--- src/rtl/push_button_conditioner.sv ---
// -----------------------------------------------------------------------------
// push_button_conditioner
//
// Turns raw, bouncing push-button pins into clean control signals. Each
// channel is handled independently:
//   polarity normalisation -> 2-flop synchroniser -> debouncer -> press FSM
//
// The press FSM emits a one-cycle strobe on the debounced press and, when
// REPEAT_EN is set, further strobes while the button stays held.
//
// Ports
//   clk          system clock (single clock domain)
//   rst          synchronous reset, active-low
//   buttons_raw  asynchronous button pins, one bit per channel
//   pulse_out    one-cycle press / repeat strobes, active-high
//   level_out    debounced pressed state, active-high
//   held_out     high once a button has been held for HOLD_CYCLES cycles
//
// All outputs are registered.
// -----------------------------------------------------------------------------
module push_button_conditioner #(
    parameter int N_BUTTONS       = 3,
    parameter int DEBOUNCE_CYCLES = 50000,
    parameter int ACTIVE_LOW_IN   = 1,
    parameter int REPEAT_EN       = 0,
    parameter int HOLD_CYCLES     = 25000000,
    parameter int REPEAT_CYCLES   = 10000000
) (
    input  logic                 clk,
    input  logic                 rst,
    input  logic [N_BUTTONS-1:0] buttons_raw,
    output logic [N_BUTTONS-1:0] pulse_out,
    output logic [N_BUTTONS-1:0] level_out,
    output logic [N_BUTTONS-1:0] held_out
);

    typedef enum logic [1:0] {
        IDLE,
        PRESSED,
        REPEAT
    } press_state_t;

    localparam int DB_W   = (DEBOUNCE_CYCLES > 1) ? $clog2(DEBOUNCE_CYCLES) : 1;
    localparam int HOLD_W = (HOLD_CYCLES > 1)     ? $clog2(HOLD_CYCLES)     : 1;
    localparam int REP_W  = (REPEAT_CYCLES > 1)   ? $clog2(REPEAT_CYCLES)   : 1;
    // A single hold counter serves both the initial hold and the repeat period.
    localparam int H_W    = (HOLD_W > REP_W) ? HOLD_W : REP_W;

    localparam logic [DB_W-1:0] DB_LAST   = DB_W'(DEBOUNCE_CYCLES - 1);
    localparam logic [H_W-1:0]  HOLD_LAST = H_W'(HOLD_CYCLES - 1);
    localparam logic [H_W-1:0]  REP_LAST  = H_W'(REPEAT_CYCLES - 1);
    localparam logic            REP_PULSE = (REPEAT_EN != 0);

    // After this, 1 always means "pressed" regardless of board wiring.
    logic [N_BUTTONS-1:0] pressed_norm;
    assign pressed_norm = (ACTIVE_LOW_IN != 0) ? ~buttons_raw : buttons_raw;

    generate
        for (genvar gi = 0; gi < N_BUTTONS; gi++) begin : g_chan
            logic            sync1_reg;
            logic            sync2_reg;
            logic [DB_W-1:0] db_cnt_reg;
            logic [DB_W-1:0] db_cnt_next;
            logic            db_level_reg;
            logic            db_level_next;
            logic            level_reg;
            press_state_t    state_reg;
            press_state_t    state_next;
            logic [H_W-1:0]  h_cnt_reg;
            logic [H_W-1:0]  h_cnt_next;
            logic            pulse_reg;
            logic            pulse_next;
            logic            held_reg;
            logic            held_next;
            logic            rise;
            logic            fall;

            always_ff @(posedge clk) begin
                if (!rst) begin
                    sync1_reg    <= 1'b0;
                    sync2_reg    <= 1'b0;
                    db_cnt_reg   <= '0;
                    db_level_reg <= 1'b0;
                    level_reg    <= 1'b0;
                    state_reg    <= IDLE;
                    h_cnt_reg    <= '0;
                    pulse_reg    <= 1'b0;
                    held_reg     <= 1'b0;
                end else begin
                    sync1_reg    <= pressed_norm[gi];
                    sync2_reg    <= sync1_reg;
                    db_cnt_reg   <= db_cnt_next;
                    db_level_reg <= db_level_next;
                    level_reg    <= db_level_reg;
                    state_reg    <= state_next;
                    h_cnt_reg    <= h_cnt_next;
                    pulse_reg    <= pulse_next;
                    held_reg     <= held_next;
                end
            end

            // Debounce: count consecutive cycles in which the synchronised
            // level disagrees with the accepted level. Any agreement restarts
            // the count, so bounces never accumulate.
            always_comb begin
                db_cnt_next   = '0;
                db_level_next = db_level_reg;
                if (sync2_reg != db_level_reg) begin
                    if (db_cnt_reg == DB_LAST) begin
                        db_level_next = sync2_reg;
                    end else begin
                        db_cnt_next = db_cnt_reg + DB_W'(1);
                    end
                end
            end

            // level_reg trails db_level_reg by one cycle, so their difference
            // marks the debounced edges. level_out and pulse_out therefore
            // change on the same clock edge.
            assign rise = db_level_reg & ~level_reg;
            assign fall = ~db_level_reg & level_reg;

            always_comb begin
                state_next = state_reg;
                h_cnt_next = h_cnt_reg;
                pulse_next = 1'b0;
                held_next  = held_reg;
                case (state_reg)
                    IDLE: begin
                        if (rise) begin
                            state_next = PRESSED;
                            h_cnt_next = '0;
                            pulse_next = 1'b1;
                            held_next  = 1'b0;
                        end
                    end
                    PRESSED: begin
                        if (fall) begin
                            state_next = IDLE;
                            h_cnt_next = '0;
                            held_next  = 1'b0;
                        end else if (h_cnt_reg == HOLD_LAST) begin
                            state_next = REPEAT;
                            h_cnt_next = '0;
                            held_next  = 1'b1;
                            pulse_next = REP_PULSE;
                        end else begin
                            h_cnt_next = h_cnt_reg + H_W'(1);
                        end
                    end
                    REPEAT: begin
                        // A release takes precedence over a coincident
                        // repeat terminal count, so no pulse is emitted.
                        if (fall) begin
                            state_next = IDLE;
                            h_cnt_next = '0;
                            held_next  = 1'b0;
                        end else if (h_cnt_reg == REP_LAST) begin
                            h_cnt_next = '0;
                            pulse_next = REP_PULSE;
                        end else begin
                            h_cnt_next = h_cnt_reg + H_W'(1);
                        end
                    end
                    default: begin
                        state_next = IDLE;
                        h_cnt_next = '0;
                        held_next  = 1'b0;
                    end
                endcase
            end

            assign pulse_out[gi] = pulse_reg;
            assign level_out[gi] = level_reg;
            assign held_out[gi]  = held_reg;
        end
    endgenerate

endmodule

--- config.mk ---
export PLATFORM = sky130hd
export DESIGN_NAME = push_button_conditioner
export DESIGN_NICKNAME = d
export VERILOG_FILES = /design/src/rtl/push_button_conditioner.sv
export SDC_FILE = /design/constraint.sdc
export NUM_CORES = 1
export LEC_CHECK = 0
export CAP_MARGIN = 5
export CORE_UTILIZATION = 45
export CTS_BUF_LIST = sky130_fd_sc_hd__clkbuf_4
export DETAILED_ROUTE_END_ITERATION = 8
export MAX_ROUTING_LAYER = met4
export PLACE_DENSITY_LB_ADDON = 0.1
export SLEW_MARGIN = 20
export SYNTH_ARGS = -nofsm -noshare
export SYNTH_HDL_FRONTEND = slang
export SYNTH_SLANG_ARGS = --single-unit
--- constraint.sdc ---
create_clock -name clk -period 2.2 [get_ports clk]
set_input_delay 0.44 -clock clk [delete_from_list [all_inputs] [get_ports clk]]
set_output_delay 0.44 -clock clk [all_outputs]
set_load 0.02 [all_outputs]
==> results of run 1 <==
[area by class of cell]
cell class / count / share of cell area, %
Timing Repair Buffer: 87 / 9.23
Clock inverter: 15 / 1.87
Sequential cell: 144 / 35.7
Clock buffer: 17 / 1.58
Inverter: 24 / 1.11
Tap cell: 184 / 2.85
Multi-Input combinational cell: 614 / 47.6
[routing by layer]
metal / up-vias / track usage [%]
met1: 2767 / 24.3
li1: 2988 / -
met3: 10 / 4.54
met5: - / -
met4: 0 / 5.45
met2: 82 / 35.4
[kinds of logic after synthesis]
| logic type | share of synthesized area (%) |
|---|---|
| compound gates | 8.19 |
| xor+xnor | 11.4 |
| fa+ha+maj | 2.75 |
| buf+inv | 3.50 |
| flops | 42.2 |
| mux | 1.17 |
| simple gates | 30.7 |
[stage by stage]
step	worst slack, ns	hold WS [ns]
6_report	-0.103	0.430
5_1_grt	-0.148	0.391
4_1_cts	-0.0738	0.391
2_1_floorplan	-0.0400	0.412
3_3_place_gp	-0.154	0.425
3_5_place_dp	-0.264	0.422
[final timing paths]
| check | end | depth (start not counted) | start |
|---|---|---|---|
| worst min register to register | g_chan[1].sync2_reg | 1 | g_chan[1].sync1_reg |
| worst max register to register | g_chan[2].h_cnt_reg[8] | 7 | g_chan[2].h_cnt_reg[9] |
| worst max-delay path | g_chan[2].h_cnt_reg[8] | 7 | g_chan[2].h_cnt_reg[9] |
| worst min-delay path | g_chan[2].sync1_reg | 2 | buttons_raw[2] |
[cell usage after synthesis, types with 2 or more instances]
master / instances
sky130_fd_sc_hd__a31oi_1: 16
sky130_fd_sc_hd__buf_2: 2
sky130_fd_sc_hd__nor4bb_1: 2
sky130_fd_sc_hd__nand3_1: 49
sky130_fd_sc_hd__o21ai_0: 11
sky130_fd_sc_hd__or4_1: 4
sky130_fd_sc_hd__nor4b_1: 7
sky130_fd_sc_hd__nand2_1: 75
sky130_fd_sc_hd__nor2_1: 135
sky130_fd_sc_hd__a32oi_1: 2
sky130_fd_sc_hd__inv_1: 24
sky130_fd_sc_hd__nor3_1: 25
sky130_fd_sc_hd__and3_1: 19
sky130_fd_sc_hd__xnor2_1: 32
sky130_fd_sc_hd__nand2b_1: 9
sky130_fd_sc_hd__and4_1: 11
sky130_fd_sc_hd__or2b_1: 2
sky130_fd_sc_hd__xor2_1: 57
sky130_fd_sc_hd__mux2i_1: 8
sky130_fd_sc_hd__or3_1: 3
sky130_fd_sc_hd__nor4_1: 12
sky130_fd_sc_hd__buf_6: 2
sky130_fd_sc_hd__o31ai_2: 2
sky130_fd_sc_hd__a21boi_0: 4
sky130_fd_sc_hd__dfxtp_1: 144
sky130_fd_sc_hd__ha_1: 15
sky130_fd_sc_hd__a211oi_1: 2
sky130_fd_sc_hd__or2_2: 2
sky130_fd_sc_hd__a22oi_1: 2
sky130_fd_sc_hd__and2_1: 11
sky130_fd_sc_hd__nand4_1: 38
sky130_fd_sc_hd__buf_4: 9
sky130_fd_sc_hd__o21a_1: 2
sky130_fd_sc_hd__nor2b_1: 2
sky130_fd_sc_hd__a21oi_1: 25
sky130_fd_sc_hd__clkbuf_1: 13
sky130_fd_sc_hd__nor3b_1: 6
[timing repair]
item                                    CTS  global route
endpoints found under the hold margin     0             0
endpoints found under the setup margin   44            67
buffers inserted                          2             3
gates cloned                              2             1
pin swaps                                 7            12
gates resized for setup                  15            31
[power by group through the flow]
| stage | Sequential, mW | Clock, mW | Combinational (mW) |
|---|---|---|---|
| detailed placement | 2.70 | 0 | 0.500 |
| floorplan | 2.70 | 0 | 0.286 |
| CTS | 2.64 | 1.75 | 0.537 |
| finish | 2.64 | 1.68 | 0.562 |
| global placement | 2.70 | 0 | 0.492 |
| global route | 2.65 | 1.86 | 0.612 |
==> results.txt, run 1 <==
----------------------------------------------------
[Floorplan]
  Placement Rows ... 44
  Starting density of the core ... 46.6%
  Die outline area ... 0.0157 mm2
  Core area ... 0.0146 mm2
  Top-level port count ... 14
  Y dimension of the die ... 125 um
  Overall die width ... 125 um

[STA]
  Final Setup Violations ... 20
  Part of the cycle the worst path needs ... 105%
  Count of final max-slew check failures ... 0
  Min Clock Period, post-route ... 2.30 ns
  Hold violation count in the final report ... 0
  Clock Skews ... 0.0167 ns
  Highest achievable clock rate ... 434 MHz
  Total negative setup slack ... -1.25 ns
  Least setup slack across all paths after layout ... -0.103 ns
  Headroom to the max-slew limit ... 61.5%
  Least-Margin Pin Slew ... 0.576 ns
  RSZ-0062 raised after global routing ... true

[Place]
  Placer Congestion ... 0.851
  Post-detailed-placement cell area ... 0.00759 mm2
  Cell total after placement ... 1045
  Post-DP HPWL ... 10.6 mm
  Port Buffers ... 13

[Routing]
  Wire length on met2 ... 7.43 mm
  Total iterations of the first detailed-routing run ... 7
  Total wirelength of the detailed-routed design ... 15.0 mm
  DRC violation count after routing ... 0
  Wire length on met1 ... 7.00 mm
  Detailed-route via count ... 5847
  Average detailed-routed wire length per instance ... 13.8 um
  Metal3 WL ... 481 um
  Via density ... 5.39
  Antenna violation net count after detailed routing ... 0
  First DRT Iteration DRCs ... 322
  Top routing layer in use ... met4

[Setup path]
  Cell with the biggest individual delay on the critical path ... sky130_fd_sc_hd__or4_1
  Worst Path Max Fanout ... 7
  Crit path max-delay family ... simple AND/OR/NAND/NOR gates
  Data arrival at the endpoint of the critical path ... 2.75 ns
  Type of element launching the critical path ... flop
  Kind of end point of the critical path ... flop
  CP Cell Sequence ... or4_1 > or4_4 > o31ai_4 > nand2_2 > a31oi_4 > clkbuf_16 > nor2_1
  Required time of the worst setup path ... 2.65 ns
  Critical path's largest stage delay ... 0.52 ns
  Setup slack, reg-to-reg ... -0.10 ns
  Worst Setup Path Type ... reg -> reg
  Buffers plus inverters on the worst setup path ... 1

[Yosys]
  Mean area per synthesized cell ... 8.46 um2
  Largest cells by area after synthesis ... sky130_fd_sc_hd__dfxtp_1 42%, sky130_fd_sc_hd__nor2_1 7.4%, sky130_fd_sc_hd__xor2_1 7.3%, sky130_fd_sc_hd__nand2_1 4.1%, sky130_fd_sc_hd__xnor2_1 4.1%
  Sequential cell area fraction in the yosys report ... 42.2%
  Synthesized Nets ... 827
  Number of warnings reported in the yosys synthesis log ... 0
  Number of unique standard cell types used by synthesis ... 60
  Most used flip-flop cell after synthesis ... sky130_fd_sc_hd__dfxtp_1
  Fraction of registers with async set or reset after synthesis ... 0%
  Number of cells produced by synthesis ... 807
  Flops & latches, synth ... 144
  Area of the mapped netlist ... 0.00683 mm2
  Number of enable-type register cells in the synthesized netlist ... 0
  Cell type with the highest aggregate area in the netlist ... sky130_fd_sc_hd__dfxtp_1
  Area fraction of the dominant cell type after synthesis ... 42.2%

[Run status]
  Violated checks ... negative setup slack
  Result of the run ... complete, but fails checks

[Final layout]
  Area delta synth->final ... 18.5%
  Filler instances ... 1374
  Fraction of layout instances using a drive strength above 1 ... 16.3%
  Most common library cell in the layout ignoring fill and taps ... sky130_fd_sc_hd__dfxtp_1
  Flip-flop count of the largest register, all copies and words added ... 75
  Area of the multi-input gates ... 0.00385 mm2
  Commonest non-fill, non-tap cells in the layout ... 138 x sky130_fd_sc_hd__dfxtp_1, 124 x sky130_fd_sc_hd__nor2_1, 74 x sky130_fd_sc_hd__nand2_1
  Number of standard cells in the final layout excluding fillers ... 1085
  Ant. Diodes ... 0
  Nets@finish ... 908
  Share of the core filled with cells in the final layout ... 55.2%
  Total area of sequential cells ... 0.00289 mm2
  Fin area ... 0.00809 mm2

[Clocking]
  Clock insertion delay at the later pin of the skew report ... 0.55 ns
  Clk buf depth ... 2
  Root Buffer Master ... sky130_fd_sc_hd__clkbuf_4
  CTS tree ... built
  Quantity of hold-fixing buffers added after cts ... 0
  Maximum level of the CTS H-tree ... 4
  Clock slew at the register clock pins of the worst setup and hold paths ... 0.14 ns
  Clock Sinks ... 144
  Number of CTS-inserted buffers ... 17

[Power and ir drop]
  Cell Pwr Density ... 604 mW/mm2
  Switching part of the total ... 29.2%
  Worst vdd ir ... 0.484 mV
  Part of the power in registers ... 54.1%
  Power Total ... 4.89 mW
  Combinational fraction of design power ... 11.5%
  Clock network power share ... 34.4%
  Switching Power ... 1.43 mW
  Leakage ... 2.84 nW
  Internal power ... 3.46 mW

[Global routing]
  Initial antenna violation count ... 0
  Pin count of the biggest net entering global routing ... 29
  Aggregate global-route resource usage ... 20.6%
  Global route overflow ... 0
  Via count of the first global-routing pass ... 5769
  Global-route wire length before repair ... 25.9 mm

[Job]
  Max-cap violation count ... 0

[Min path]
  Hold Path Class ... in -> reg

----------------------------------------------------
Note: power is estimated with default switching activity, not from simulation.
==> run 2: changes to the inputs <==
- ABC_AREA: not set -> 1
==> run 2 against run 1 <==
The run ends with design-rule violations left; area after synthesis grew 22%; design area up 12%; hold slack worse by 0.25 ns; critical path depth down 6; non-clock buffer count is 53 lower; register-to-register slack better by 0.39 ns; setup slack gained 0.20 ns; maximum frequency grew 9.7%; cell count is 43% higher; highest routed layer unchanged.
==> results.txt, run 2 <==
----------------------------------------------------
[Run status]
  Result of the run ... complete, but fails checks
  Violated checks ... design-rule violations

[Final layout]
  Fraction of layout instances using a drive strength above 1 ... 9.21%
  Nets@finish ... 1332
  Commonest non-fill, non-tap cells in the layout ... 309 x sky130_fd_sc_hd__nand2_1, 192 x sky130_fd_sc_hd__nor2_1, 178 x sky130_fd_sc_hd__inv_1
  Number of standard cells in the final layout excluding fillers ... 1555
  Filler instances ... 1904
  Most common library cell in the layout ignoring fill and taps ... sky130_fd_sc_hd__nand2_1
  Flip-flop count of the largest register, all copies and words added ... 75
  Area delta synth->final ... 8.00%
  Fin area ... 0.00902 mm2

[Routing]
  Top routing layer in use ... met4
  Total wirelength of the detailed-routed design ... 19.2 mm
  First DRT Iteration DRCs ... 452
  Detailed-route via count ... 7835
  Average detailed-routed wire length per instance ... 12.4 um
  DRC violation count after routing ... 2
  Wire length on met1 ... 9.58 mm
  Metal3 WL ... 624 um
  Via density ... 5.04
  Antenna violation net count after detailed routing ... 0
  Total iterations of the first detailed-routing run ... 7
  Wire length on met2 ... 8.72 mm

[Yosys]
  Number of cells produced by synthesis ... 1296
  Main combinational cell family by area after synthesis ... simple AND/OR/NAND/NOR gates
  Simple-gate portion of the synthesized area ... 39.1%
  Ranking of synthesized cells by instance count ... 309 x sky130_fd_sc_hd__nand2_1, 192 x sky130_fd_sc_hd__nor2_1, 178 x sky130_fd_sc_hd__inv_1
  Xor/xnor share of the synthesized area ... 1.99%
  Number of enable-type register cells in the synthesized netlist ... 0
  Mean area per synthesized cell ... 6.45 um2
  Cell with the most instances after synthesis ... sky130_fd_sc_hd__nand2_1
  Number of warnings reported in the yosys synthesis log ... 0
  Fraction of registers with async set or reset after synthesis ... 0%
  Most used flip-flop cell after synthesis ... sky130_fd_sc_hd__dfxtp_1
  Number of unique standard cell types used by synthesis ... 48
  Area fraction of the dominant cell type after synthesis ... 34.5%
  Cell type with the highest aggregate area in the netlist ... sky130_fd_sc_hd__dfxtp_1
  Area of the mapped netlist ... 0.00836 mm2
  Mux contribution to synthesized area ... 0%
  Flops & latches, synth ... 144
  Synthesized Nets ... 1316
  Synthesized-area fraction occupied by adder cells ... 2.25%
  Largest cells by area after synthesis ... sky130_fd_sc_hd__dfxtp_1 34%, sky130_fd_sc_hd__nand2_1 14%, sky130_fd_sc_hd__nor2_1 8.6%, sky130_fd_sc_hd__inv_1 8.0%, sky130_fd_sc_hd__nand3_1 6.0%
  Compound-Gate Fraction of Synth Area ... 11.3%
  Sequential cell area fraction in the yosys report ... 34.5%

[Global routing]
  Aggregate global-route resource usage ... 21.5%
  Global-route wire length before repair ... 32.8 mm
  Via count of the first global-routing pass ... 7084
  Pin count of the biggest net entering global routing ... 32
  Initial antenna violation count ... 1
  Global route overflow ... 0

[Power and ir drop]
  Leakage ... 3.24 nW
  Worst vdd ir ... 0.284 mV
  Switching Power ... 1.46 mW
  Switching part of the total ... 29.1%
  Clock network power share ... 37.3%
  Part of the power in registers ... 52.5%
  Internal power ... 3.57 mW
  Cell Pwr Density ... 557 mW/mm2
  Combinational fraction of design power ... 10.2%

[Clocking]
  Clk buf depth ... 2
  Clock insertion delay at the later pin of the skew report ... 0.58 ns
  Quantity of hold-fixing buffers added after cts ... 0
  Clock Sinks ... 144
  Root Buffer Master ... sky130_fd_sc_hd__clkbuf_4
  Maximum level of the CTS H-tree ... 4
  Clock slew at the register clock pins of the worst setup and hold paths ... 0.13 ns
  Resize count post-CTS ... 0
  Number of CTS-inserted buffers ... 17
  CTS tree ... built
  Total setup buffers inserted after CTS ... 0

[STA]
  Highest achievable clock rate ... 476 MHz
  Headroom to the max-slew limit ... 58.2%
  Hold violation count in the final report ... 0
  Part of the cycle the worst path needs ... 95.4%
  RSZ-0062 raised after global routing ... false
  Least setup slack across all paths after layout ... 0.101 ns
  Min Clock Period, post-route ... 2.10 ns
  Final Setup Violations ... 0
  Clock Skews ... 0.0332 ns
  Total negative setup slack ... 0 ns
  Count of final max-slew check failures ... 0
  Least-Margin Pin Slew ... 0.625 ns

[Floorplan]
  Placement Rows ... 49
  Y dimension of the die ... 138 um
  Overall die width ... 138 um
  Core area ... 0.0181 mm2
  Top-level port count ... 14
  Die outline area ... 0.0191 mm2
  Starting density of the core ... 46.2%

[Setup path]
  Setup slack, reg-to-reg ... 0.29 ns
  Crit path max-delay family ... buffers and inverters
  Data arrival at the endpoint of the critical path ... 1.66 ns
  Type of element launching the critical path ... flop
  Critical path's largest stage delay ... 0.67 ns
  Buffers plus inverters on the worst setup path ... 1
  Required time of the worst setup path ... 1.76 ns
  Cell with the biggest individual delay on the critical path ... sky130_fd_sc_hd__clkdlybuf4s50_1
  Worst Path Max Fanout ... 4
  Worst Setup Path Type ... reg -> out
  CP Cell Sequence ... clkdlybuf4s50_1
  Kind of end point of the critical path ... output pin

[Place]
  Post-detailed-placement cell area ... 0.00871 mm2
  Cell total after placement ... 1522
  Post-DP HPWL ... 14.4 mm
  Port Buffers ... 13
  Setup slack after placement ... 0.281 ns
  Placer Congestion ... 0.926

[Min path]
  Hold Path Class ... in -> reg

[Job]
  Max-cap violation count ... 0

----------------------------------------------------
[run 2: cell count changes after synthesis, moves of 15 or more]
cell | before | now
sky130_fd_sc_hd__nor3_1 | 25 | 40
sky130_fd_sc_hd__xnor2_1 | 32 | 3
sky130_fd_sc_hd__and3_1 | 19 | 1
sky130_fd_sc_hd__xor2_1 | 57 | 16
sky130_fd_sc_hd__nand2_1 | 75 | 309
sky130_fd_sc_hd__nand3_1 | 49 | 101
sky130_fd_sc_hd__a21oi_1 | 25 | 92
sky130_fd_sc_hd__inv_1 | 24 | 178
sky130_fd_sc_hd__nor2_1 | 135 | 192
sky130_fd_sc_hd__a31oi_1 | 16 | 1
[run 2: cells by family after synthesis]
kind of cell / Yosys count
buf+inv: 221
flops: 144
fa+ha+maj: 15
compound gates: 161
simple gates: 736
xor+xnor: 19
[run 2: path summary, 6_finish.rpt]
| path | cells after the start | endpoint | start |
|---|---|---|---|
| worst max-delay path | 1 | held_out[0] | g_chan[0].state_reg[1] |
| worst min-delay path | 3 | g_chan[0].sync2_reg | rst |
| worst max register to register | 8 | g_chan[1].h_cnt_reg[17] | g_chan[1].state_reg[1] |
| worst min register to register | 2 | g_chan[0].sync2_reg | g_chan[0].sync1_reg |
[run 2: layout make-up]
type,instances,area [um2],area share (%)
Antenna cell,1,2.50,0.0277
Clock inverter,15,183,2.02
Sequential cell,144,2880,31.9
Inverter,184,691,7.65
Tap cell,229,287,3.17
Timing Repair Buffer,34,283,3.13
Multi-Input combinational cell,931,4570,50.6
Clock buffer,17,128,1.41
[run 2: power groups by stage]
stage               sequential (mW)  clock [mW]  combinational, mW
floorplan                      2.69           0              0.360
global placement               2.69           0              0.511
detailed placement             2.69           0              0.513
CTS                            2.64        1.95              0.515
global route                   2.64        2.04              0.564
finish                         2.64        1.88              0.512
[run 2: stage by stage]
step	hold slack, ns	utilization [%]	total power, mW
5_1_grt	0.165	49.9	5.25
4_1_cts	0.160	49.9	5.10
3_3_place_gp	0.404	48.2	3.21
6_report	0.183	49.9	5.03
2_1_floorplan	0.390	-	3.05
3_5_place_dp	0.402	48.2	3.21
[run 2: routing by layer]
layer | track usage [%] | vias to the layer above
met5 | - | -
met4 | 7.87 | 0
met3 | 3.50 | 28
met2 | 34.1 | 129
met1 | 27.6 | 3497
li1 | - | 4181
==> patch 1, RTL diff (settings of run 2) <==
Change the parameter `REPEAT_EN` from 0 to 1.
--- a/src/rtl/push_button_conditioner.sv
+++ b/src/rtl/push_button_conditioner.sv
@@ -22,7 +22,7 @@
     parameter int N_BUTTONS       = 3,
     parameter int DEBOUNCE_CYCLES = 50000,
     parameter int ACTIVE_LOW_IN   = 1,
-    parameter int REPEAT_EN       = 0,
+    parameter int REPEAT_EN       = 1,
     parameter int HOLD_CYCLES     = 25000000,
     parameter int REPEAT_CYCLES   = 10000000
 ) (
Formal check against the unedited RTL: same outputs for any inputs over 10 cycles, from zero or initial values and one cycle with rst low; that may be too few to reach the edited logic, so the function may still have changed.
==> patch 1 against run 2 <==
Via count down 14%; setup slack worse by 0.026 ns; cell area is 7.1% lower; synthesized area down 7.2%; sequential share of layout area is 2.4 points higher; sequential cell count stayed put; maximum frequency fell by 1.2%; wire length shrank 18%; critical endpoint is now held_out[2]; highest routed layer unchanged.
Power is not compared: it rests on default switching activity, and its combinational part moved more than twofold at a synthesized area within 25%.
==> patch 1: results (changes against run 2) <==
run_status:
  status: "finished, final reports clean"  # was finished, violations left
route:
  wl_met3_um: 432  # was 624 um
  m1WireLength_mm: 8.079  # was 9.578 mm
  routed_via_density: 4.761  # was 5.039
min_path:
  min-delay-start: "g_chan[0].sync1_reg"  # was rst
  hold_class: "reg2reg"  # was in2reg
  hold_path_depth: 2  # was 3
grt:
  track_usage_pct: 19.63  # was 21.48%
  grt_pass1_wl_mm: 27.83  # was 32.82 mm
  grt_max_degree: 28  # was 32
  first_global_vias: 6238  # was 7084
placement:
  post-place-ws_ns: 0.09826  # was 0.2806 ns
  routabilityCongestion: 0.8434  # was 0.9259
setup_path:
  crit_start: "g_chan[2].state_reg[1]"  # was g_chan[0].state_reg[1]
  crit_arrival_ns: 1.68  # was 1.66 ns
  r2r_end: "g_chan[1].h_cnt_reg[15]"  # was g_chan[1].h_cnt_reg[17]
  endpoint: "held_out[2]"  # was held_out[0]
layout:
  nets: 1209  # was 1332
  n_fill_cell: 1754  # was 1904
  drive_above_1_share_pct: 6.756  # was 9.208%
synth:
  ys_seq_area_share_pct: 37.19  # was 34.50%
  synth_mux_area_share_pct: 0.1291  # was 0%
  synth-compound-area-share_pct: 7.747  # was 11.30%
  syn_area_sq_um: 7752  # was 8357 sq um
  synthXorXnorAreaFrac_pct: 4.293  # was 1.991%
  post_synth_num_cell_types: 44  # was 48
sta:
  period_minus_slack_ns: 2.125  # was 2.099 ns
  maxSlewHeadroom_pct: 57.22  # was 58.19%
patch 1: changes by cell type after synthesis, sizes merged, moves of 4 or more:
cell	run 2	this run
a21oi	107	50
nand2	324	272
nand3	103	83
xor2	16	32
inv	184	171
nand4	31	19
clkbuf	14	4
nor2	213	222
o211ai	10	5
nor3	41	45
o31ai	2	6
patch 1: worst register-to-register path, delay by kind of cell, from the launching register on:
family,cells,cell delay [ns]
DFF,1,0.45
buffers and inverters,3,0.31
adders and majority gates,1,0.21
xor gates and xnor gates,1,0.17
and+or+nand+nor,4,0.70
patch 1: cell type report:
cell class                      count  area share [%]
Antenna cell                        1         0.02985
Multi-Input combinational cell    825           48.13
Inverter                          172           7.701
Timing Repair Buffer               26           2.746
Clock buffer                       17           1.522
Sequential cell                   144           34.39
Clock inverter                     15           2.194
Tap cell                          220           3.284
patch 1: power by group:
group | internal (uW) | switching [uW]
clock network | 804 | 1040
logic | 67.1 | 158
registers | 2620 | 8.96
patch 1: timing repair:
| item | CTS | global route |
|---|---|---|
| endpoints found under the setup margin | 0 | 1 |
| buffers inserted | 0 | 0 |
| gates resized for setup | 0 | 1 |
patch 1: through the flow:
| step | cells | power (uW) | cell area (sq um) | util [%] |
|---|---|---|---|---|
| after global placement | 1387 | 2916 | 8066 | 48.30 |
| after floorplan | 1169 | 2845 | 7752 | - |
| final | 1420 | 4698 | 8383 | 50.19 |
| after detailed placement | 1387 | 2913 | 8066 | 48.30 |
| after CTS | 1419 | 4783 | 8378 | 50.16 |
| after global routing | 1420 | 4915 | 8383 | 50.19 |
patch 1: per-layer routing:
layer / vias to the layer above / global-route usage (%)
met4: 0 / 5.619
met3: 10 / 4.262
li1: 3714 / -
met2: 61 / 31.60
met1: 2976 / 24.69
met5: - / -
==> patch 2, RTL diff (flow settings as in run 2) <==
Made on the original files. The 3 states of `press_state_t` get a one-hot encoding in 3 bits.
--- a/src/rtl/push_button_conditioner.sv
+++ b/src/rtl/push_button_conditioner.sv
@@ -34,10 +34,10 @@
     output logic [N_BUTTONS-1:0] held_out
 );
 
-    typedef enum logic [1:0] {
-        IDLE,
-        PRESSED,
-        REPEAT
+    typedef enum logic [2:0] {
+        IDLE    = 3'b001,
+        PRESSED = 3'b010,
+        REPEAT  = 3'b100
     } press_state_t;
 
     localparam int DB_W   = (DEBOUNCE_CYCLES > 1) ? $clog2(DEBOUNCE_CYCLES) : 1;
Formal check against the unedited RTL: no difference found for any inputs over 10 cycles, from zero or initial values and one cycle with rst low; not proved beyond that.
==> patch 2 against run 2 <==
Sequential cell count increased by 3; wire length decreased by 9.5%; critical path depth unchanged; cell area decreased by 6.0%; setup slack improved by 0.087 ns; synthesized area decreased by 4.6%; global-route usage decreased by 0.24 points; maximum frequency increased by 4.3%; power decreased by 3.1%; highest routed layer unchanged.
==> patch 2: results (changes against run 2) <==
run_status:
  status: "finished, final reports clean"  # was finished, violations left
placement:
  routabilityCongestion: 0.8894  # was 0.9259
  post-place-ws_ns: 0.4001  # was 0.2806 ns
  dpl_cell_area_sq_um: 8249  # was 8712 sq um
  hpwl_mm: 12.85  # was 14.37 mm
  placedCellCount: 1445  # was 1522
setup_path:
  crit_start: "g_chan[0].state_reg[2]"  # was g_chan[0].state_reg[1]
  ff2ff_setup_slack_ns: 0.38  # was 0.29 ns
  r2r_end: "g_chan[0].h_cnt_reg[20]"  # was g_chan[1].h_cnt_reg[17]
  crit_fanout: 3  # was 4
  crit_arrival_ns: 1.57  # was 1.66 ns
  reg2reg_from: "g_chan[0].level_reg"  # was g_chan[1].state_reg[1]
route:
  wl_met3_um: 611  # was 624 um
  firstDrtPassIters: 5  # was 7
  route.met2.wl_mm: 7.649  # was 8.718 mm
  m1WireLength_mm: 8.955  # was 9.578 mm
  post_drt_wl_per_cell_um: 11.81  # was 12.38 um
  vias: 7196  # was 7835
  drtIter0Drc: 478  # was 452
grt:
  track_usage_pct: 21.24  # was 21.48%
  grt_pass1_wl_mm: 30.55  # was 32.82 mm
  first_global_vias: 6736  # was 7084
  grt_max_degree: 29  # was 32
  grt_use_met2_pct: 33.68  # was 34.08%
  grtUsageMet3_pct: 3.904  # was 3.498%
  met1_usage_pct: 27.57  # about the same
power_and_ir_drop:
  p_seq_share_pct: 55.9  # was 52.5%
  power_uw: 4868  # was 5026 uW
  power_switching_uw: 1459  # was 1460 uW
  max-vdd-ir-drop_mv: 0.3761  # was 0.2843 mV
  leakagePower_uw: 0.003575  # was 0.003236 uW
  p_clk_share_pct: 30.6  # was 37.3%
clock_network:
  clk_latency_ns: 0.54  # was 0.58 ns
  cts_buffers: 17  # unchanged
  ctsRootBufferMaster: "clkbuf_4"  # unchanged
min_path:
  min-delay-start: "rst"  # unchanged
synth:
  avgSynthCellArea_sq_um: 6.509  # was 6.448 sq um
  ys_seq_area_share_pct: 36.91  # was 34.50%
  ys_top_cells_by_area: "dfxtp_1, nand2_1, inv_1"  # was dfxtp_1, nand2_1, nor2_1
  synth_commonest_cells: "nand2_1, inv_1, nor2_1"  # was nand2_1, nor2_1, inv_1
layout:
  nets: 1250  # was 1332
  drive_above_1_share_pct: 6.720  # was 9.208%
sta:
  worst_clock_skew_ns: 0.01866  # was 0.03316 ns
  worst_pin_slew_ns: 0.5036  # was 0.6249 ns
  hold_slack_ns: 0.2694  # was 0.1831 ns
-- patch 2: logic make-up (layout without fill, tap and decap cells) --
kind of cell               Yosys count  after routing  share of synthesized area [%]
AOI/OAI and AO/OA                  109            109                          7.485
buffers and inverters              235            260                          12.41
adders and majority gates            6              6                         0.9414
DFF                                147            147                          36.91
and+or+nand+nor                    702            702                          39.40
other                                0              1                              0
xor gates and xnor gates            26             26                          2.856
-- patch 2: layout make-up --
cell class	count	area [sq um]
clock inverters	12	93.84
diodes	1	2.502
clock buffers	18	135.1
fillers	1848	8816
inverters	206	775.7
multi-input cells	843	4041
repair buffers	24	207.7
well taps	225	281.5
flip-flops and latches	147	2943
-- patch 2: how the worst max path moves through the flow --
stage	end	slack, ns	depth (start not counted)
after floorplan	g_chan[1].h_cnt_reg[13]	0.69	11
after global placement	g_chan[0].h_cnt_reg[20]	0.41	7
after detailed placement	g_chan[0].h_cnt_reg[20]	0.40	7
after CTS	held_out[0]	0.11	1
after global routing	held_out[0]	0.05	1
final	held_out[0]	0.19	1
